## src/rtl/button_conditioner.sv

```systemverilog
// Conditions five raw pushbuttons into debounced levels and one-cycle strobes for the game block.
// Latency: strobe and btn_held follow a raw press by 2 sync + DEBOUNCE_CYCLES clocks.
// No backpressure: strobes are fire-and-forget; directional buttons auto-repeat while held.
module button_conditioner #(
    parameter int DEBOUNCE_CYCLES = 1000000,
    parameter int REPEAT_CYCLES   = 2000000
) (
    input  logic       clk,
    input  logic       rst_n,
    input  logic       btnl,
    input  logic       btnd,
    input  logic       btnr,
    input  logic       btnu,
    input  logic       btns,
    output logic       btnl_v,
    output logic       btnd_v,
    output logic       btnr_v,
    output logic       btnu_v,
    output logic       btns_v,
    output logic [4:0] btn_held
);

    localparam int CW = $clog2(DEBOUNCE_CYCLES) + 1;
    localparam int RW = $clog2(REPEAT_CYCLES) + 1;
    localparam logic [CW-1:0] CNT_LAST    = CW'(DEBOUNCE_CYCLES - 1);
    localparam logic [RW-1:0] RPT_LAST    = RW'(REPEAT_CYCLES - 1);
    // Bit order {s,u,r,d,l}; only the centre button is excluded from auto-repeat.
    localparam logic [4:0]    REPEAT_MASK = 5'b01111;

    logic [4:0] raw;
    logic [4:0] sync1;
    logic [4:0] sync2;
    logic [4:0] stable;
    logic [4:0] stable_nxt;
    logic [4:0] press;
    logic [4:0] rpt_hit;
    logic [4:0] strobe;
    logic       lock_lr;
    logic       lock_ud;

    assign raw = {btns, btnu, btnr, btnd, btnl};

    always_ff @(posedge clk or negedge rst_n) begin
        if (!rst_n) begin
            sync1 <= '0;
            sync2 <= '0;
        end else begin
            sync1 <= raw;
            sync2 <= sync1;
        end
    end

    for (genvar i = 0; i < 5; i++) begin : g_chan
        logic [CW-1:0] cnt;
        logic [RW-1:0] rpt;
        logic          stb;
        logic          accept;

        assign accept        = (sync2[i] != stb) && (cnt == CNT_LAST);
        assign stable[i]     = stb;
        assign stable_nxt[i] = accept ? sync2[i] : stb;
        assign press[i]      = accept && sync2[i];
        assign rpt_hit[i]    = REPEAT_MASK[i] && stb && stable_nxt[i] && (rpt == RPT_LAST);

        always_ff @(posedge clk or negedge rst_n) begin
            if (!rst_n) begin
                cnt <= '0;
                rpt <= '0;
                stb <= 1'b0;
            end else begin
                if ((sync2[i] == stb) || accept) begin
                    cnt <= '0;
                end else begin
                    cnt <= cnt + 1'b1;
                end
                stb <= stable_nxt[i];
                // Repeat phase keeps running through lockout so no catch-up pulse appears.
                if (press[i] || !stable_nxt[i] || rpt_hit[i]) begin
                    rpt <= '0;
                end else begin
                    rpt <= rpt + 1'b1;
                end
            end
        end
    end

    // Lockout looks at next-state levels so it lines up with btn_held on the same edge.
    assign lock_lr = stable_nxt[0] & stable_nxt[2];
    assign lock_ud = stable_nxt[1] & stable_nxt[3];
    assign strobe  = (press | rpt_hit) & ~{1'b0, lock_ud, lock_lr, lock_ud, lock_lr};

    always_ff @(posedge clk or negedge rst_n) begin
        if (!rst_n) begin
            {btns_v, btnu_v, btnr_v, btnd_v, btnl_v} <= '0;
        end else begin
            {btns_v, btnu_v, btnr_v, btnd_v, btnl_v} <= strobe;
        end
    end

    assign btn_held = stable;

endmodule
```

## config.mk

```make
export PLATFORM = sky130hd
export DESIGN_NAME = button_conditioner
export DESIGN_NICKNAME = d
export VERILOG_FILES = /design/src/rtl/button_conditioner.sv
export SDC_FILE = /design/constraint.sdc
export NUM_CORES = 1
export LEC_CHECK = 0
export CORE_MARGIN = 5
export CORE_UTILIZATION = 60
export DETAILED_ROUTE_END_ITERATION = 12
export GPL_ROUTABILITY_DRIVEN = 0
export PLACE_DENSITY = 0.77
export REMOVE_ABC_BUFFERS = 1
export SYNTH_ARGS = -nofsm -noshare
export SYNTH_HDL_FRONTEND = slang
export SYNTH_SLANG_ARGS = --single-unit
```

## constraint.sdc

```tcl
create_clock -name clk -period 2.6 [get_ports clk]
set_clock_uncertainty 0.15 [all_clocks]
set_input_delay 0.52 -clock clk [delete_from_list [all_inputs] [get_ports clk]]
set_output_delay 0.52 -clock clk [all_outputs]
set_load 0.01 [all_outputs]
```

Word-level counts from Yosys, hierarchy flattened

Index checks and enable logic that the tools add are counted.

Bits in registers: 213
Input bits: 7
Logic and storage cells: 102
Output and inout port bits: 10

Eq/ne operators: 19
$add $sub $neg: 9
Bitwise logic cells: 5
Multiplexer cells: 13
Reduce and logical (&&, ||, !) cells: 35

Operators with widths:

| operator                | count |
|---|---|
| $add A21 B1 Y21 const B | 5 |
| $eq A21 B20 Y1 const B  | 5 |
| $mux W21                | 5 |
| $add A22 B1 Y22 const B | 4 |
| $eq A22 B21 Y1 const B  | 4 |
| $mux W22                | 4 |
| $logic_and A1 B1 Y1     | 18 |
| $logic_or A1 B1 Y1      | 13 |
| $and A5 B5 Y5           | 1 |
| $eq A1 B1 Y1            | 5 |
| $ne A1 B1 Y1            | 5 |
| $not A4 Y5              | 1 |
| $or A5 B4 Y5            | 1 |
| $logic_not A1 Y1        | 4 |
| $mux W1                 | 4 |
| $and A1 B1 Y1           | 2 |

Depth between registers and ports, before layout

Depth after elaboration: 7
Gate-level depth with buffers: 7

Worst setup path before layout

OpenSTA, ideal clock, no wires.

Path kind: flip-flop to flip-flop
From: register g_chan[0].cnt[6]
To: register btnl_v
Path buffers: 0
Required time: 2.330 ns
Path slack: 0.199 ns
Cell stages (with the launch flop): 6
Library setup time: 0.120 ns
Period minus slack after synthesis: 2.401 ns
Arrival: 2.132 ns
Cell sequence: dfrtp_1 > or4_1 > or3_1 > or4_4 > mux2_4 > and3b_1

Cells in the longest elaborated chain, start to end: 7
Elaborated cells between the ends (all ways): 10
Classes of those cells: eq/ne (1); mux (1); bitwise (4); reduce/logical (4)

Ends and longest elaborated chain:

| element                          | RTL line | RTL |
|---|---|---|
| start, declared                  | 54       | `logic [CW-1:0] cnt;` |
| start signal, assigned           | 74       | `cnt <= cnt + 1'b1;` |
| $eq A21 B20 Y1 (*)               | 59       | `assign accept = (sync2[i] != stb) && (cnt == CNT_LAST);` |
| $logic_and A1 B1 Y1 (*)          | 59       |  |
| $mux W1 (*)                      | 61       | `assign stable_nxt[i] = accept ? sync2[i] : stb;` |
| via stable_nxt[0]                | 34       | `logic [4:0] stable_nxt;` |
| $logic_and A1 B1 Y1 (2 in a row) | 63       | `assign rpt_hit[i] = REPEAT_MASK[i] && stb && stable_nxt[i] && (rpt == RPT_LAST);` |
| $or A5 B4 Y5                     | 90       | `assign strobe = (press \| rpt_hit) & ~{1'b0, lock_ud, lock_lr, lock_ud, lock_lr};` |
| $and A5 B5 Y5 (*)                | 90       |  |
| via strobe[0]                    | 37       | `logic [4:0] strobe;` |
| end signal, assigned             | 96       | `{btns_v, btnu_v, btnr_v, btnd_v, btnl_v} <= strobe;` |
| end, declared                    | 15       | `output logic btnl_v,` |

The timed path passes the listed nets; every way through them passes the cells marked *.
A chain may end at the register's enable or synchronous reset.

Final worst setup path

From: register g_chan[0].cnt[7]
To: register btnl_v

The elaborated chain is that of the path after synthesis.

==> results.py <==
metrics = {
    "status": {
        "outcome": "complete, no violations",
    },
    "sta": {
        "setup_violations": 0,
        "fin_crit_ns": 2.49,
        "rsz0062_at_grt": "no",
        "final_max_slew_viol_count": 0,
        "fmax_mhz": 402,
        "tightest_slew_ns": 0.709,
        "relSlewSlack_pct": 52.3,
        "finalCritPeriodShare_pct": 95.6,
        "timing_hold_violations_final": 0,
    },
    "worst_setup_path": {
        "crit_path_start_kind": "flip-flop",
        "cp_max_fo": 5,
        "required_ns": 2.85,
        "crit_path_start": "g_chan[0].cnt[7]",
        "end_kind": "flip-flop",
        "r2r_slack_ns": 0.11,
        "worst-r2r-cell-count": 5,
        "path_class": "reg -> reg",
        "r2r-end": "btnl_v",
        "arrival_ns": 2.73,
        "endpoint": "btnl_v",
        "r2r_start": "g_chan[0].cnt[7]",
    },
    "worst_hold_path": {
        "hp-class": "reg -> reg",
    },
    "logic_synthesis": {
        "synth_cells": 1004,
        "yosys.area_share.xor_xnor_pct": 15.5,
        "syn_area_um2": 9940,
        "netlist.area_leader.share_pct": 53.6,
        "yosys_warnings": 0,
        "synth_simple_gate_area_share_pct": 25.9,
        "yosysSeqAreaShare_pct": 53.6,
        "synthAdderAreaFrac_pct": 1.13,
        "synthMuxAreaShare_pct": 0.591,
        "synth-compound-area-share_pct": 1.07,
        "ys_ff_latch": 213,
        "synth_cell_types": 36,
        "synthTopCellsByArea": "dfrtp_1, xor2_1, nor2_1, xnor2_1, nand3_1",
        "synth_ff_type": "dfrtp_1",
        "synth_area_per_cell_um2": 9.90,
        "synth_top_family_by_area": "simple AND/OR/NAND/NOR gates",
        "synthArstFlopShare_pct": 100,
        "synth_edf_count": 0,
        "yosysTopAreaCell": "dfrtp_1",
    },
    "placement": {
        "dpl.cell_count": 1227,
        "port_buffers": 16,
        "dpl.hpwl_mm": 11.6,
    },
    "layout": {
        "drive_gt1_share_pct": 5.91,
        "finalNetCount": 1050,
        "synthToLayoutAreaGrowth_pct": 12.8,
        "fin_cells": 1269,
        "n_antenna_cell": 0,
        "fillerInstances": 1262,
    },
    "cts": {
        "cts_resized": 0,
        "cts.sinks": 213,
        "clk_latency_ns": 0.51,
        "cts_setup_buffers": 0,
        "h-tree-depth": 1,
        "cts_hold_buf": 1,
        "cts_buffer_depth": 3,
        "path_clk_slew_ns": 0.06,
        "clockRootBuffer": "clkbuf_16",
        "cts_tree": "built",
        "numCtsBuffers": 24,
    },
    "global_route": {
        "antenna_found_initial": 0,
        "grt_pass1_vias": 6920,
        "grt_overflow": 0,
        "grt_max_degree": 67,
        "grt_use_total_pct": 19.0,
        "grt_pass1_wl_mm": 31.8,
    },
    "pwr": {
        "power.leakage_uw": 0.00475,
        "report.power.total_uw": 6770,
        "irDropWorstVdd_mv": 0.482,
        "pwr_density_cell_nw_per_um2": 603,
    },
    "die": {
        "rows": 47,
        "dieArea_um2": 19200,
        "initial_core_util_pct": 60.6,
        "io_pins": 17,
        "fp.coreArea_um2": 16400,
        "die_w_um": 139,
        "die_h_um": 139,
    },
    "drt": {
        "route.vias.total": 6973,
        "wire_per_inst_um": 14.0,
        "drt_first_pass_iters": 4,
        "drt_wl_total_mm": 17.8,
        "route.detailed.drc": 0,
        "drt_iter0_drc": 399,
        "ant_nets": 0,
        "avgViaCountPerCell": 5.49,
    },
    "run": {
        "cap_violations": 0,
    },
}
==> kinds of logic (layout without fill, tap and decap cells) <==
| family | after synthesis | count (layout) |
|---|---|---|
| xor+xnor | 176 | 176 |
| flops | 213 | 213 |
| mux | 5 | 5 |
| simple gates | 534 | 534 |
| compound gates | 16 | 16 |
| buf+inv | 51 | 96 |
| fa+ha+maj | 9 | 9 |
==> worst min path at each step <==
stage                  start        to  slack (ns)  cells past startpoint
floorplan              rst_n    btnd_v        0.07                      0
finish              sync1[4]  sync2[4]        0.20                      0
global route        sync1[4]  sync2[4]        0.20                      0
CTS                 sync1[4]  sync2[4]        0.20                      0
detailed placement  sync1[3]  sync2[3]        0.19                      0
global placement    sync1[2]  sync2[2]        0.18                      0
==> worst max-delay path, cell delays in order, from the launching register on <==
cell and delay, ns:
dfrtp_1 0.43, or4_1 0.50, or3_1 0.31, or4_4 0.46, mux2_4 0.34, and3b_1 0.18
==> synthesized netlist by cell type (7+ instances only) <==
master    count
nand2_1      56
or3_1         9
nor2_1      221
clkbuf_1     21
ha_1          9
xor2_1      100
xnor2_1      76
nand4_1      42
and4_1       10
and2_1        7
nand3_1      85
and3_1       38
nor4_1       19
inv_1        19
nor3_1       25
dfrtp_1     213
or4_1         9
==> power breakdown <==
group	switching [uW]	internal, uW	total (uW)
sequential	29.6	3340	3370
clock	1280	1960	3240
combinational	109	47.8	157
==> metrics by stage <==
stage	hold slack, ns	worst slack [ns]	util, %	setup TNS, ns	instance area [um^2]
floorplan	0.0744	-0.0321	-	-0.810	9800
global placement	0.184	0.167	63.7	0	10400
detailed placement	0.192	0.119	63.7	0	10400
CTS	0.200	0.118	68.4	0	11200
global route	0.204	0.0546	68.4	0	11200
finish	0.197	0.113	68.4	0	11200
==> placed cells by master, fill, tap and decap left out, types with 2 or more instances in the layout <==
cell | Yosys | layout
clkbuf_8 | 0 | 4
inv_1 | 19 | 19
nor4_1 | 19 | 19
and3_1 | 38 | 38
nor3_1 | 25 | 25
xnor2_1 | 76 | 76
and4_1 | 10 | 10
xor2_1 | 100 | 100
clkinv_2 | 0 | 4
a21oi_1 | 4 | 4
nand4_1 | 42 | 42
nand2_1 | 56 | 56
buf_12 | 0 | 5
clkbuf_1 | 21 | 5
nor4b_1 | 3 | 3
or3_1 | 9 | 9
nor2_1 | 221 | 221
o21ai_1 | 3 | 3
clkdlybuf4s50_1 | 0 | 15
nor3b_1 | 3 | 3
and2_1 | 7 | 7
o21ai_0 | 4 | 4
o41a_1 | 3 | 3
nand3_1 | 85 | 85
ha_1 | 9 | 9
mux2_2 | 3 | 3
clkbuf_16 | 0 | 25
or4_1 | 9 | 9
buf_4 | 5 | 14
nand3b_1 | 2 | 2
dfrtp_1 | 213 | 213
==> state kept, by name, indices dropped and copies added (netlist names) <==
signal / cells
btnd_v: 1
g_chan.cnt: 105
btnr_v: 1
btnl_v: 1
btns_v: 1
g_chan.rpt: 88
btnu_v: 1
g_chan.stb: 5
sync1: 5
sync2: 5
==> cell type report <==
cell class / count / area (um^2) / area share [%]
clock inverters: 7 / 66.3 / 0.591
clock buffers: 34 / 699 / 6.23
multi-input cells: 740 / 4400 / 39.2
inverters: 19 / 71.3 / 0.636
well taps: 220 / 275 / 2.45
flip-flops and latches: 213 / 5330 / 47.5
repair buffers: 36 / 380 / 3.39
==> routing by layer <==
metal	share of wire, %	GRT usage, %	up-vias
li1	-	-	3446
met1	46	25.7	3400
met2	48	32.0	91
met3	3.0	3.24	36
met4	2.5	5.25	0
met5	0	0	-
Note: power is estimated with default switching activity, not from simulation.
